[src/rtl/dreg_rr_arbiter_if.sv]
// rtl/dreg_rr_arbiter_if.sv - requester/register-bank bundle between lab logic and dreg_rr_arbiter
// q_par is present only when DREG_PARITY_EN is defined.
interface dreg_rr_arbiter_if #(
   parameter int NREQ  = 4,
   parameter int WIDTH = 8
);
   localparam int OW = $clog2(NREQ);

   logic [NREQ-1:0]       req;
   logic [NREQ*WIDTH-1:0] wdata;
   logic [NREQ-1:0]       gnt;
   logic                  ack;
   logic [OW-1:0]         owner;
   logic                  busy;
   logic [WIDTH-1:0]      q;
   logic [WIDTH-1:0]      notq;
`ifdef DREG_PARITY_EN
   logic                  q_par;
`endif

   modport slave (
`ifdef DREG_PARITY_EN
      output q_par,
`endif
      input  req, wdata,
      output gnt, ack, owner, busy, q, notq
   );

   modport master (
`ifdef DREG_PARITY_EN
      input  q_par,
`endif
      output req, wdata,
      input  gnt, ack, owner, busy, q, notq
   );
endinterface

[src/rtl/dreg_rr_arbiter.sv]
// rtl/dreg_rr_arbiter.sv - round-robin arbiter sharing one WIDTH-bit D-register bank among NREQ requesters
// Define DREG_PARITY_EN to add the registered even-parity output q_par.
module dreg_rr_arbiter #(
   parameter int NREQ        = 4,
   parameter int WIDTH       = 8,
   parameter int HOLD_CYCLES = 2
) (
   input  logic             clk,
   input  logic             rst_n,
   dreg_rr_arbiter_if.slave bus
);
   localparam int OW = $clog2(NREQ);

   typedef enum logic [1:0] {IDLE, GRANT, ACK} state_e;

   state_e           state_q;
   logic [NREQ-1:0]  gnt_q;
   logic             ack_q;
   logic [OW-1:0]    owner_q;
   logic [OW-1:0]    ptr_q;
   logic [3:0]       cnt_q;
   logic [WIDTH-1:0] q_q;
   logic [OW-1:0]    sel_d;
   logic [OW-1:0]    owner_inc;
   logic [WIDTH-1:0] wsel;
`ifdef DREG_PARITY_EN
   logic             par_q;
`endif

   // First requester at or after ptr, wrapping modulo NREQ.
   always_comb begin
      logic          found;
      logic [OW-1:0] idx;
      sel_d = ptr_q;
      found = 1'b0;
      idx   = '0;
      for (int k = 0; k < NREQ; k++) begin
         idx = OW'((int'(ptr_q) + k) % NREQ);
         if (!found && bus.req[idx]) begin
            found = 1'b1;
            sel_d = idx;
         end
      end
   end

   always_comb begin
      wsel = bus.wdata[WIDTH-1:0];
      for (int i = 0; i < NREQ; i++) begin
         if (owner_q == OW'(i)) wsel = bus.wdata[i*WIDTH +: WIDTH];
      end
   end

   assign owner_inc = (owner_q == OW'(NREQ-1)) ? '0 : owner_q + 1'b1;

   always_ff @(posedge clk or negedge rst_n) begin
      if (!rst_n) begin
         state_q <= IDLE;
         gnt_q   <= '0;
         ack_q   <= 1'b0;
         owner_q <= '0;
         ptr_q   <= '0;
         cnt_q   <= '0;
         q_q     <= '0;
`ifdef DREG_PARITY_EN
         par_q   <= 1'b0;
`endif
      end else begin
         case (state_q)
            IDLE: begin
               if (|bus.req) begin
                  gnt_q   <= {{(NREQ-1){1'b0}}, 1'b1} << sel_d;
                  owner_q <= sel_d;
                  cnt_q   <= '0;
                  state_q <= GRANT;
               end
            end
            GRANT: begin
               // A dropped request abandons the write and passes the turn on.
               if (!bus.req[owner_q]) begin
                  gnt_q   <= '0;
                  ptr_q   <= owner_inc;
                  state_q <= IDLE;
               end else if (cnt_q == 4'(HOLD_CYCLES-1)) begin
                  q_q     <= wsel;
`ifdef DREG_PARITY_EN
                  par_q   <= ^wsel;
`endif
                  ack_q   <= 1'b1;
                  state_q <= ACK;
               end else begin
                  cnt_q <= cnt_q + 1'b1;
               end
            end
            ACK: begin
               ack_q   <= 1'b0;
               gnt_q   <= '0;
               ptr_q   <= owner_inc;
               state_q <= IDLE;
            end
            default: state_q <= IDLE;
         endcase
      end
   end

   assign bus.gnt   = gnt_q;
   assign bus.ack   = ack_q;
   assign bus.owner = owner_q;
   assign bus.busy  = (state_q != IDLE);
   assign bus.q     = q_q;
   assign bus.notq  = ~q_q;
`ifdef DREG_PARITY_EN
   assign bus.q_par = par_q;
`endif
endmodule

[src/flat_wrapper.sv]
// flat-port wrapper written by rule: the top's interface ports become plain ports
module dreg_rr_arbiter_flat 
#(
   parameter int NREQ        = 4,
   parameter int WIDTH       = 8,
   parameter int HOLD_CYCLES = 2
)
  (clk, rst_n, bus_req, bus_wdata, bus_gnt, bus_ack, bus_owner, bus_busy, bus_q, bus_notq);
  dreg_rr_arbiter_if #(.NREQ(NREQ), .WIDTH(WIDTH)) bus_i ();
  input  logic clk;
  input  logic rst_n;
  input wire logic [$bits(bus_i.req)-1:0] bus_req;
  input wire logic [$bits(bus_i.wdata)-1:0] bus_wdata;
  output wire logic [$bits(bus_i.gnt)-1:0] bus_gnt;
  output wire logic [$bits(bus_i.ack)-1:0] bus_ack;
  output wire logic [$bits(bus_i.owner)-1:0] bus_owner;
  output wire logic [$bits(bus_i.busy)-1:0] bus_busy;
  output wire logic [$bits(bus_i.q)-1:0] bus_q;
  output wire logic [$bits(bus_i.notq)-1:0] bus_notq;
  assign bus_i.req = bus_req;
  assign bus_i.wdata = bus_wdata;
  assign bus_gnt = bus_i.gnt;
  assign bus_ack = bus_i.ack;
  assign bus_owner = bus_i.owner;
  assign bus_busy = bus_i.busy;
  assign bus_q = bus_i.q;
  assign bus_notq = bus_i.notq;
  dreg_rr_arbiter #(.NREQ(NREQ), .WIDTH(WIDTH), .HOLD_CYCLES(HOLD_CYCLES)) u_core (.clk(clk), .rst_n(rst_n), .bus(bus_i));
endmodule
[config.mk]
export PLATFORM = sky130hd
export DESIGN_NAME = dreg_rr_arbiter_flat
export DESIGN_NICKNAME = d
export VERILOG_FILES = /design/src/rtl/dreg_rr_arbiter_if.sv /design/src/rtl/dreg_rr_arbiter.sv /design/src/flat_wrapper.sv
export SDC_FILE = /design/constraint.sdc
export NUM_CORES = 1
export LEC_CHECK = 0
export CAP_MARGIN = 20
export CORE_MARGIN = 5
export CORE_UTILIZATION = 30
export CTS_CLUSTER_SIZE = 12
export DETAILED_ROUTE_END_ITERATION = 16
export MAX_ROUTING_LAYER = met4
export SYNTH_ARGS = -nofsm -noshare
export SYNTH_HDL_FRONTEND = slang
export SYNTH_SLANG_ARGS = --single-unit
[constraint.sdc]
create_clock -name clk -period 2.4 [get_ports clk]
set_input_delay 0.48 -clock clk [delete_from_list [all_inputs] [get_ports clk]]
set_output_delay 0.48 -clock clk [all_outputs]
set_load 0.03 [all_outputs]
### Word-level counts from Yosys, hierarchy flattened

Index checks and enable logic that the tools add are counted.
Widths: inputs -> output; s select.

* register bits: 23
* input bits: 38
* output and inout bits: 24

* $add $sub $neg: 5
* magnitude comparators: 5
* equal/unequal tests: 12
* shift operators: 1
* multiplexer cells: 36
* bitwise operators: 1
* reductions and logical operators: 19

Operators with widths (number)
* $mux 8: 3
* $mux 4: 5
* $mux 2: 8
* $lt 2x3->1 const B: 5
* $pmux 4 s3: 1
* $bmux 1 s2: 5
* $mux 1: 10
* $reduce_and 3->1: 3
* $not 8->8: 1
* $pmux 2 s2: 2
* $pmux 4 s2: 1
* $eq 2x2->1 const B: 3
* $ne 2x1->1 const B: 3
* $reduce_and 2->1: 3
* $reduce_bool 2->1: 3
* $add 2x1->2 const B: 2
* $add 2x2->2 const B: 2
* $add 4x1->4 const B: 1
* $eq 2x1->1 const B: 2
* $eq 4x1->1 const B: 1
* $ne 2x2->1 const B: 2
* $reduce_and 4->1: 1
* $reduce_or 4->1: 1
* $shl 1x2->4 const A: 1
* 6 further kinds: 10

### Logic depth before layout (Yosys ltp)

* word-level depth: 15
* mapped depth: 8
* gate-level depth less buffers: 6

### Worst setup path before layout

Ideal clock, no wire load.

* path type: register to register
* start point: reg u_core.owner_q[0], in the netlist u_core.bus.owner[0]
* end point: reg u_core.gnt_q[1], in the netlist u_core.bus.gnt[1]
* data arrival time: 1.895 ns
* required time: 2.305 ns
* path slack: 0.410 ns
* cell stages (with the launch flop): 4
* path buffers: 0
* clock period less this slack: 1.990 ns
* path through: dfrtp_1 -> mux4_2 -> a221o_1 -> o31ai_1

* cells in the longest elaborated chain, start to end: 4

RTL lines
* from (decl): RTL line dreg_rr_arbiter.sv:19 `logic [OW-1:0] owner_q;`
* from (signal assigned): RTL line dreg_rr_arbiter.sv:72 `owner_q <= sel_d;`
* $bmux 1 s2: RTL line dreg_rr_arbiter.sv:79 `if (!bus.req[owner_q]) begin`
* $mux 1 (implied by the code): RTL line dreg_rr_arbiter.sv:79
* $ne 2x2->1 (no source line)
* $reduce_and 3->1 (no source line)
* to (signal assigned): RTL line dreg_rr_arbiter.sv:71 `gnt_q <= {{(NREQ-1){1'b0}}, 1'b1} << sel_d;`
* to (decl): RTL line dreg_rr_arbiter.sv:17 `logic [NREQ-1:0] gnt_q;`

No other way between the ends. The select of a mux whose other input is x is not followed.
A chain may end at the register's enable or synchronous reset.

### Final worst setup path

* start point: reg u_core.state_q[0]
* end point: out bus_busy

* cells in the longest elaborated chain, start to end: 1

RTL lines
* from (decl): RTL line dreg_rr_arbiter.sv:16 `state_e state_q;`
* from (signal assigned): RTL line dreg_rr_arbiter.sv:57 `state_q <= IDLE;`
* from (signal assigned): RTL line dreg_rr_arbiter.sv:74 `state_q <= GRANT;`
* from (signal assigned): RTL line dreg_rr_arbiter.sv:82 `state_q <= IDLE;`
* $reduce_bool 2->1: RTL line dreg_rr_arbiter.sv:108 `assign bus.busy = (state_q != IDLE);`
* to (decl): RTL line flat_wrapper.sv:17 `output wire logic [$bits(bus_i.busy)-1:0] bus_busy;`

No other way between the ends.

==> flow_summary.rst <==
.. list-table::
   :header-rows: 1

   * - Metric
     - Value
   * - Area growth from synthesis to final layout
     - 51.7%
   * - Clk Tree Root Cell
     - sky130_fd_sc_hd__clkbuf_8
   * - DRC violation count after routing
     - 0
   * - Most frequent cell on the critical path
     - sky130_fd_sc_hd__inv_1
   * - Final Hold Viols
     - 0
   * - Number of standard cells in the final layout excluding fillers
     - 302
   * - Antenna violations before repair
     - 0
   * - Highest fanout seen on the critical path
     - 8
   * - Clock insertion delay at the later pin of the skew report
     - between 200 and 300 ps
   * - Unrepaired setup endpoints after global routing
     - false
   * - Setup-violating endpoint count in the final report
     - 0
   * - Post-DR wirelength/cell
     - 12.5 um
   * - Kind of capture point of the worst setup path
     - output port
   * - Peak ir drop on the vdd network
     - 0.639 mV
   * - Worst Skew
     - 1.64 ps
   * - Synth unique cells
     - 34
   * - Via-per-instance ratio
     - 4.64
   * - Finished Cell Area
     - between 0.002 and 0.0025 mm^2
   * - Resized cells post-CTS
     - 0
   * - Endpoint arrival time on the critical path
     - between 1500 and 2000 ps
   * - Number of buffers and inverters on the critical path
     - 3
   * - Largest area contributor in the synthesized netlist
     - sky130_fd_sc_hd__dfrtp_1
   * - Antenna fix cells
     - 0
   * - Summed instance area of the synthesized netlist
     - 0.00150 mm^2
   * - Initial core utilization
     - 31.3%
   * - Largest net degree at the start of global routing
     - 24
   * - Crit path time final
     - 2250 ps
   * - Total congestion overflow after global routing
     - 0
   * - Worst EP required
     - 1920 ps
   * - Class of the most critical setup path
     - reg2out
   * - Reg2Reg Setup Slack
     - 440 ps
   * - Vias in the first global route
     - approximately 1400
   * - Status
     - finished clean
   * - First DRT Iteration DRCs
     - 75
   * - Cell-by-cell listing of the critical path
     - inv_1, ha_1, inv_1, clkdlybuf4s50_1
   * - Sequential cell area fraction in the yosys report
     - 38.4%
   * - Floorplan die height
     - 80.7 um
   * - Worst setup timing slack at the placement stage
     - 71.7 ps
   * - Overall via count from detail_route
     - 1402
   * - Slew of the pin with the lowest slew margin
     - slightly below 600 ps
   * - Global-route wire length before repair
     - roughly 6300 um
   * - Cell at the slowest stage of the critical path
     - sky130_fd_sc_hd__clkdlybuf4s50_1
   * - Worst stage delay on the critical path
     - about 660 ps
   * - Clock tree from TritonCTS
     - yes
   * - Async set-reset flop share out of synthesis
     - 100%
   * - Final standard cell utilization of the core
     - 47.6%
   * - Post-Syn Instances
     - 168
   * - Minimum hold slack
     - 485 ps
   * - Max_slew headroom
     - 61.6%
   * - Power per cell area
     - 1230 mW/mm^2
   * - Number of violations of the max-capacitance limit
     - 0
   * - Number of nets in the layout
     - 283
   * - Die area
     - 0.00651 mm^2
   * - Setup bufs post-CTS
     - 0
   * - Half-perimeter wire length of the detailed placement result
     - 3010 um
   * - Die width
     - 80.7 um
   * - Antenna viol nets, final
     - 0
   * - CORE AREA
     - 0.00479 mm^2
   * - Most common library cells after synthesis
     - 23 x sky130_fd_sc_hd__dfrtp_1, 20 x sky130_fd_sc_hd__nand2_1, 17 x sky130_fd_sc_hd__mux2i_1, 16 x sky130_fd_sc_hd__inv_1, 16 x sky130_fd_sc_hd__o21ai_0
   * - Final WS setup
     - 151 ps
   * - Fillcell total
     - 476
   * - Cell with the most instances after synthesis
     - sky130_fd_sc_hd__dfrtp_1
   * - TritonCTS buffer count
     - 3
   * - Top cell type's share of synthesized area
     - a little under two fifths
   * - Post-placement cell count
     - 298
   * - Clock transition at the registers of the reported paths
     - 80 ps
   * - Tightest Hold Check Type
     - reg2reg
   * - Setup_tns
     - 0 ps
   * - Type of element launching the critical path
     - flip-flop
   * - Total power
     - roughly 2.8 mW
   * - Biggest area contributors in the synthesized netlist
     - sky130_fd_sc_hd__dfrtp_1 38%, sky130_fd_sc_hd__mux2i_1 11%, sky130_fd_sc_hd__ha_1 7.5%
   * - Syn Nets
     - 215
   * - RePlAce Congestion
     - 0.756
   * - Buffers added on ports
     - 61
   * - TritonRoute pass-1 iters
     - 4
   * - Fraction of layout instances using a drive strength above 1
     - about 7.2%
   * - CTS Sinks
     - 23
   * - Total cell area at the placement stage
     - ~0.0022 mm^2
   * - H-tree levels
     - 1
   * - Count of state elements after synthesis
     - 23
   * - Syn. warnings
     - 0
   * - Pleak
     - 0.977 nW
   * - Buffer levels on the longest clock path
     - 2
   * - Total routing usage reported by global routing
     - 12.7%
   * - Largest delay share family, worst path
     - buffers and inverters
   * - Total routed wirelength
     - ~3800 um
   * - Number of ports placed on the die boundary
     - a little over 60
   * - Number of synthesized flops with an enable pin
     - 0
   * - Number of buffers added to fix hold violations after cts
     - 0
   * - Most used flip-flop cell after synthesis
     - sky130_fd_sc_hd__dfrtp_1
   * - Maximum frequency from static timing analysis
     - 445 MHz
   * - Fraction of the cycle the final worst path needs
     - 93.7%
   * - Max Slew Vio Count
     - 0
   * - Avg Cell Area, Syn
     - between 8 and 9 um^2
   * - Std cell rows
     - 25
registers in the layout (all words and copies together) (netlist names):
name	flops
u_core.bus.owner	2
u_core.bus.ack	1
u_core.bus.q	8
u_core.ptr_q	2
u_core.cnt_q	4
u_core.state_q	2
u_core.bus.gnt	4
per-layer routing:
layer | wire length, um | vias up | GRT usage, %
met2 | 1510 | 58 | 18.9
met1 | 1880 | 619 | 16.5
met5 | 0 | - | -
met3 | 328 | 6 | 4.26
li1 | - | 719 | -
met4 | 48 | 0 | 3.55
worst min-delay path, cell delays in order (launching register included):
cell and delay [ps]:
sky130_fd_sc_hd__dfrtp_1 350, sky130_fd_sc_hd__nand2_1 50, sky130_fd_sc_hd__o31ai_1 50
final cells by class:
class,count,area (um^2),share of cell area [%]
flip-flops and latches,23,576,25.3
clock buffers,3,41.3,1.81
multi-input cells,123,840,36.9
well taps,67,83.8,3.68
repair buffers,69,671,29.5
clock inverters,1,5.00,0.220
inverters,16,60.1,2.64
power by group:
| part | total [mW] | switching (mW) | internal [mW] |
|---|---|---|---|
| clock | 0.250 | 0.134 | 0.116 |
| sequential | 0.724 | 0.167 | 0.557 |
| combinational | 1.82 | 1.03 | 0.790 |
cells by family (layout without fill, tap and decap cells):
logic type | Yosys count | after routing | share of synthesized area (%)
AOI/OAI and AO/OA | 46 | 46 | 19.1
buffers and inverters | 22 | 89 | 5.67
adders and majority gates | 9 | 9 | 7.51
xor gates and xnor gates | 1 | 1 | 0.584
and+or+nand+nor | 47 | 47 | 14.4
DFF | 23 | 23 | 38.4
muxes | 20 | 20 | 14.3
path summary, 6_finish.rpt:
kind                                                      start  depth (start not counted)                       endpoint
worst max-delay path              u_core.state_q[0]$_DFFE_PN0P_                          4                       bus_busy
worst min-delay path              u_core.bus.gnt[2]$_DFFE_PN0P_                          2  u_core.bus.gnt[2]$_DFFE_PN0P_
worst max register to register  u_core.bus.owner[0]$_DFFE_PN0P_                          3  u_core.bus.gnt[1]$_DFFE_PN0P_
worst min register to register    u_core.bus.gnt[2]$_DFFE_PN0P_                          2  u_core.bus.gnt[2]$_DFFE_PN0P_
max in group asynchronous                                 rst_n                          2    u_core.cnt_q[3]$_DFFE_PN0P_
min in group asynchronous                                 rst_n                          2    u_core.bus.q[0]$_DFFE_PN0P_
layout by cell type (no fill, tap or decap), types with 5 or more instances in the layout:
| master | instances |
|---|---|
| sky130_fd_sc_hd__mux2i_1 | 17 |
| sky130_fd_sc_hd__a21oi_1 | 11 |
| sky130_fd_sc_hd__clkdlybuf4s50_1 | 61 |
| sky130_fd_sc_hd__nand2b_1 | 5 |
| sky130_fd_sc_hd__inv_1 | 16 |
| sky130_fd_sc_hd__o21ai_0 | 16 |
| sky130_fd_sc_hd__ha_1 | 9 |
| sky130_fd_sc_hd__nand2_1 | 20 |
| sky130_fd_sc_hd__buf_4 | 8 |
| sky130_fd_sc_hd__dfrtp_1 | 23 |
| sky130_fd_sc_hd__nor2_1 | 12 |
| sky130_fd_sc_hd__o31ai_1 | 8 |
Power figures use the tool's default switching activity.
==> RTL change 1, RTL diff (same settings) <==
Reset style: synchronous (`rst_n`), changed in one clocked block.
--- a/src/rtl/dreg_rr_arbiter.sv
+++ b/src/rtl/dreg_rr_arbiter.sv
@@ -53,5 +53,5 @@
    assign owner_inc = (owner_q == OW'(NREQ-1)) ? '0 : owner_q + 1'b1;
 
-   always_ff @(posedge clk or negedge rst_n) begin
+   always_ff @(posedge clk) begin
       if (!rst_n) begin
          state_q <= IDLE;
Formal check against the unedited RTL: differs if rst_n is asserted again (counterexample within 4 cycles, from zero or initial values and one cycle with rst_n low); with rst_n held inactive, the same outputs for 4 cycles.
==> RTL change 1 against the unedited design <==
- worst setup slack worse by 0.027 ns
- design area is 2.8% higher
- via count is 9.4% higher
- wire length is 22% higher
- sequential cell count stayed put
- largest cell class unchanged
- synthesized cell count is 8.3% higher
- register-to-register slack better by 0.02 ns
- first-iteration DRC count is 36% lower
- sequential share of layout area is 5.6 points lower
- synthesized area is 5.9% higher
Power is not compared: it rests on default switching activity, and its combinational part moved more than twofold at a synthesized area within 25%.
==> RTL change 1: results (changes against the unedited design) <==
Status
  • Status: finished clean

Clock tree
  • CTS resizes: 0 (unchanged)
  • Largest buffer count on any clock path: 2 (unchanged)
  • Reg clk slew, reported paths: 0.08 ns (about the same)
  • Inserted Clock Buffers: 3 (unchanged)
  • Postcts setup bufs: 0 (unchanged)
  • Htree depth: 1 (unchanged)
  • Latest clock arrival within the worst-skew pair: 0.26 ns
  • CTS Root Cell: clkbuf_8

Timing
  • Setup Skew: 0.00432 ns (+0.00268 ns)
  • TNS Setup: 0 ns (unchanged)
  • Hold WS: 0.462 ns (-0.0227 ns)
  • Least-Margin Pin Slew: 0.533 ns (-0.0433 ns)
  • Worst setup margin: 0.125 ns (-0.0265 ns)

Synthesis
  • Top cells by area, synth: dfxtp_1 29%, ha_1 7.9%, mux2i_1 6.9%
  • Synth cell types: 44 (+29%)
  • Post-synth top flop: dfxtp_1
  • Mean Syn Cell Area: 8.73 um^2 (-2.2%)
  • Syn_nets: 230 (+7.0%)
  • Post-synth top cells: 23 x dfxtp_1, 22 x inv_1, 18 x nand2_1, 11 x mux2i_1
  • Fraction of registers with async set or reset after synthesis: 0 (-1.00)
  • Sequential fraction of the synthesis area: 0.290 (-0.0939)

Placement
  • Worst slack, placed: 0.145 ns (+0.0729 ns)
  • Gp weighted congestion: 0.833 (+10%)
  • Post-DP HPWL: 3680 um (+22%)
  • Post-DP Area: 0.00229 mm^2 (+2.9%)
  • Dpl cells: 311 (+4.4%)

Pwr
  • Clk pwr share: 0.171
  • Sw power: 0.000547 W
  • Worst vdd ir: around 320 uV
  • Static Leak: just over 0.9 nW
  • Sw Share: 0.385

Layout
  • N_diodes: 0 (unchanged)
  • Share of layout cells above drive strength 1: 0.114 (+0.0419)
  • NumNets Final: 294 (+3.9%)
  • Max reg flops: 8 (unchanged)

Min path
  • Cell depth of the worst hold path: 2 (unchanged)

Worst setup path
  • CP max stage delay: around 0.67 ns
  • Reg2reg path depth: 5 (+2)
  • Worst Path Arrival: 1.80 ns (+0.03 ns)
  • Max FO, Critical Path: 6 (-2)
  • R2r setup slk: 0.46 ns (+0.02 ns)
  • Slowest-stage cell, CP: clkdlybuf4s50_1
  • Dominant delay contributor by cell family on the critical path: buffers and inverters

Routing
  • Vias per cell: 4.87 (+4.9%)
  • DR WL/cell: 14.5 um (+17%)
  • # DRC: 0 (unchanged)
  • Detailed Route WL: 4580 um (+22%)
  • DR pass1 iterations: 4 (unchanged)
  • Iter 0 DRT Violations: 48 (-36%)

Global route
  • Vias in the first global route: 1,463 (+2.0%)
  • Largest net degree at the start of global routing: 18 (-25%)
  • Initial antenna violation count: 0 (unchanged)
  • First-pass GRT wire length: 7160 um (+13%)
  • GRT Util Overall: 0.138 (+0.0104)
[RTL change 1: changes by cell type after synthesis, moves of 3 or more]
cell,delta
o211ai_1,+3
dfxtp_1,+23
o21ai_0,-11
o32ai_1,+4
inv_1,+6
o2111ai_1,+9
dfrtp_1,-23
mux2i_1,-6
nor2_1,-7
o211a_1,+9
o31ai_1,-7
mux2_2,+6
a311oi_1,+4
[RTL change 1: worst paths after layout]
check	endpoint	start
worst max register to register	u_core.bus.q[0]	u_core.bus.owner[0]
worst min register to register	u_core.bus.gnt[3]	u_core.bus.gnt[3]
worst max-delay path	bus_busy	u_core.state_q[0]
worst min-delay path	u_core.bus.gnt[3]	u_core.bus.gnt[3]
[RTL change 1: metal layers]
metal | wire length (um) | vias up | global-route usage
met5 | 0 | - | -
met4 | 72 | 0 | 0.0343
met3 | 141 | 6 | 0.0238
met2 | 2230 | 35 | 0.204
met1 | 2130 | 702 | 0.193
li1 | - | 791 | -
[RTL change 1: kinds of logic (layout without fill, tap and decap cells)]
group | Yosys count | in the layout | share of synthesized area
AO/OA/AOI/OAI | 54 | 54 | 0.261
AND/OR/NAND/NOR | 44 | 44 | 0.147
buffers and inverters | 31 | 94 | 0.0811
flip-flops | 23 | 23 | 0.290
multiplexers | 20 | 20 | 0.143
adder cells (fa/ha/maj) | 10 | 10 | 0.0787
[RTL change 1: layout make-up]
| cell class | count | area (um^2) |
|---|---|---|
| Clock buffer | 3 | 41.3 |
| Clock inverter | 1 | 5.00 |
| Fill cell | 533 | 2800 |
| Inverter | 22 | 82.6 |
| Multi-Input combinational cell | 128 | 1000 |
| Sequential cell | 23 | 460 |
| Tap cell | 70 | 87.6 |
| Timing Repair Buffer | 68 | 663 |
==> RTL change 2, RTL diff (same flow settings) <==
Made on the original files. `NREQ` is set to 4 in 3 places; all go to 8.
--- a/src/rtl/dreg_rr_arbiter_if.sv
+++ b/src/rtl/dreg_rr_arbiter_if.sv
@@ -2,5 +2,5 @@
 // q_par is present only when DREG_PARITY_EN is defined.
 interface dreg_rr_arbiter_if #(
-   parameter int NREQ  = 4,
+   parameter int NREQ  = 8,
    parameter int WIDTH = 8
 );
--- a/src/rtl/dreg_rr_arbiter.sv
+++ b/src/rtl/dreg_rr_arbiter.sv
@@ -2,5 +2,5 @@
 // Define DREG_PARITY_EN to add the registered even-parity output q_par.
 module dreg_rr_arbiter #(
-   parameter int NREQ        = 4,
+   parameter int NREQ        = 8,
    parameter int WIDTH       = 8,
    parameter int HOLD_CYCLES = 2
--- a/src/flat_wrapper.sv
+++ b/src/flat_wrapper.sv
@@ -2,5 +2,5 @@
 module dreg_rr_arbiter_flat 
 #(
-   parameter int NREQ        = 4,
+   parameter int NREQ        = 8,
    parameter int WIDTH       = 8,
    parameter int HOLD_CYCLES = 2
Ports: changed (resized bus_gnt, bus_owner, bus_req and bus_wdata); port bits go from 62 to 103. The function was not compared with the original's and may differ.
==> RTL change 2 against the unedited design <==
- the flow now finishes with violations (negative setup slack)
- total power grew to 3.2 times the old value
- wire length grew to 3.0 times the old value
- synthesized cell count is 110% higher
- sequential cell count is 6 higher
- core utilization up 3.2 points
- synthesized area up 110%
- hold slack better by 0.011 ns
- worst setup slack lost 0.66 ns
- final cell count up 110%
- sequential power grew 29%
- design area increased by 130%
- critical path type is now flip-flop to flip-flop
- largest cell class unchanged
- largest power group unchanged
- highest routed layer unchanged
==> RTL change 2: results (changes against the unedited design) <==
Timing
  • Final setup viols: 11 (+11)
  • Worst setup margin: -0.508 ns (-0.660 ns)
  • TNS Setup: -4.72 ns (-4.72 ns)
  • Setup Skew: 0.00542 ns (+0.00378 ns)
  • Slew HR: 0.634 (+0.0185)

Synthesis
  • Synth cell types: 64 (+88%)
  • Post-synth top cells: 42 x nand2_1, 32 x nor2_1, 29 x dfrtp_1, 21 x o21ai_0, 20 x mux2i_1
  • Syn_nets: 436 (+100%)
  • Sequential fraction of the synthesis area: 0.229 (-0.155)
  • Top cells by area, synth: dfrtp_1 23%, mux4_2 7.8%, mux2i_1 6.3%

Status
  • Failing checks: negative setup slack
  • Status: finished, violations left

Routing
  • Met3 routed WL: 1000 um (+210%)
  • Iter 0 DRT Violations: 198 (+160%)
  • Detailed Route WL: 11,100 um (+200%)
  • M1 wire length: 4640 um (+150%)
  • Routed vias: 3,355 (+140%)

Min path
  • Hold endpoint: u_core.bus.ack
  • Hold_sp: u_core.bus.ack

Clock tree
  • Inserted Clock Buffers: 5 (+2)
  • Reg clk slew, reported paths: about 0.07 ns
  • Htree depth: 2 (+1)

Placement
  • Worst slack, placed: -0.787 ns (-0.859 ns)
  • I/O Buffers: 102 (+67%)
  • Gp weighted congestion: 0.871 (+15%)

Global route
  • Total gr overflow: 0 (unchanged)
  • Largest net degree at the start of global routing: 30 (+25%)
  • Grt met2 use: 0.289 (+0.101)
  • Met3 Usage GRT: 0.0406 (-0.00196)
  • GRT Util Overall: 0.172 (+0.0450)
  • Met1 Use GR: 0.211 (+0.0455)

Worst setup path
  • Max FO, Critical Path: 4 (-4)
  • Slowest-stage cell, CP: mux4_2
  • CP max stage delay: 0.52 ns (-0.14 ns)
  • Reg2reg path depth: 11 (+8)
  • FF-to-FF End: u_core.bus.gnt[5]
  • Reg-to-Reg Start: u_core.ptr_q[0]
  • Worst Path Arrival: 3.09 ns (+1.32 ns)

Pwr
  • Worst vdd ir: 924 uV (+45%)

Layout
  • N_diodes: 0 (unchanged)
  • NumNets Final: 596 (+110%)
  • Share of layout cells above drive strength 1: 0.358 (+0.285)
RTL change 2: changes by cell type in the layout (fill, tap and decap cells not counted), moves of 6 or more:
cell / before / now
mux2_2: 2 / 11
nor2_1: 12 / 30
buf_4: 8 / 62
mux4_2: 1 / 11
buf_6: 0 / 7
o31ai_1: 8 / 1
a21oi_2: 0 / 7
clkdlybuf4s50_1: 61 / 94
mux2_4: 0 / 11
a22o_1: 2 / 8
o21ai_1: 0 / 12
nand2_1: 20 / 41
RTL change 2: cell families after synthesis:
logic type	after synthesis	share of synthesized area
AO/OA/AOI/OAI	105	0.248
AND/OR/NAND/NOR	100	0.146
multiplexers	53	0.224
buffers and inverters	41	0.0754
flip-flops	29	0.229
adder cells (fa/ha/maj)	14	0.0553
XOR/XNOR	6	0.0225
RTL change 2: through the flow:
step,util,hold WS [ns],cells,cell area (um^2),power (W)
final,0.508,0.496,645,5240,0.00888
after detailed placement,0.455,0.477,622,4700,0.00708
after CTS,0.493,0.497,642,5090,0.00853
after global routing,0.508,0.521,645,5240,0.00952
after floorplan,-,0.184,348,3240,0.00513
after global placement,0.455,0.483,622,4700,0.00698
RTL change 2: critical path, delay by kind of cell (launching register included):
| kind | cells | cell delay [ns] |
|---|---|---|
| AOI/OAI and AO/OA | 5 | 1.04 |
| muxes | 2 | 0.83 |
| DFF | 1 | 0.42 |
| adders and majority gates | 1 | 0.28 |
| buffers and inverters | 2 | 0.16 |
| and+or+nand+nor | 1 | 0.07 |
RTL change 2: how the worst max path moves through the flow:
stage,start,endpoint,cells past startpoint
2_1_floorplan,u_core.ptr_q[1],u_core.bus.gnt[4],14
3_3_place_gp,bus_req[3],u_core.bus.gnt[7],9
3_5_place_dp,bus_req[3],u_core.bus.gnt[3],9
4_1_cts,u_core.ptr_q[0],u_core.bus.gnt[4],11
5_1_grt,u_core.ptr_q[0],u_core.bus.gnt[5],11
6_report,u_core.ptr_q[0],u_core.bus.gnt[5],11
RTL change 2: final cells by class:
type                       instances  area [um^2]
clock inverter                     3         17.5
sequential                        29          731
tap                              136          170
inverter                          20         90.1
timing repair buffer             173         1610
clock buffer                       5         68.8
multi-input combinational        279         2560
fill                             928         5080
RTL change 2: timing repair:
| action | in CTS | in global routing |
|---|---|---|
| endpoints found under the setup margin | 20 | 24 |
| gates cloned | 1 | 0 |
| pin swaps | 18 | 11 |
| gates resized for setup | 48 | 36 |
| setup buffers | 11 | 4 |
RTL change 2: power by group:
part / internal (W) / switching, W / total (W)
clock network: 0.000200 / 0.000199 / 0.000399
registers: 0.000694 / 0.000240 / 0.000933
logic: 0.00374 / 0.00381 / 0.00755
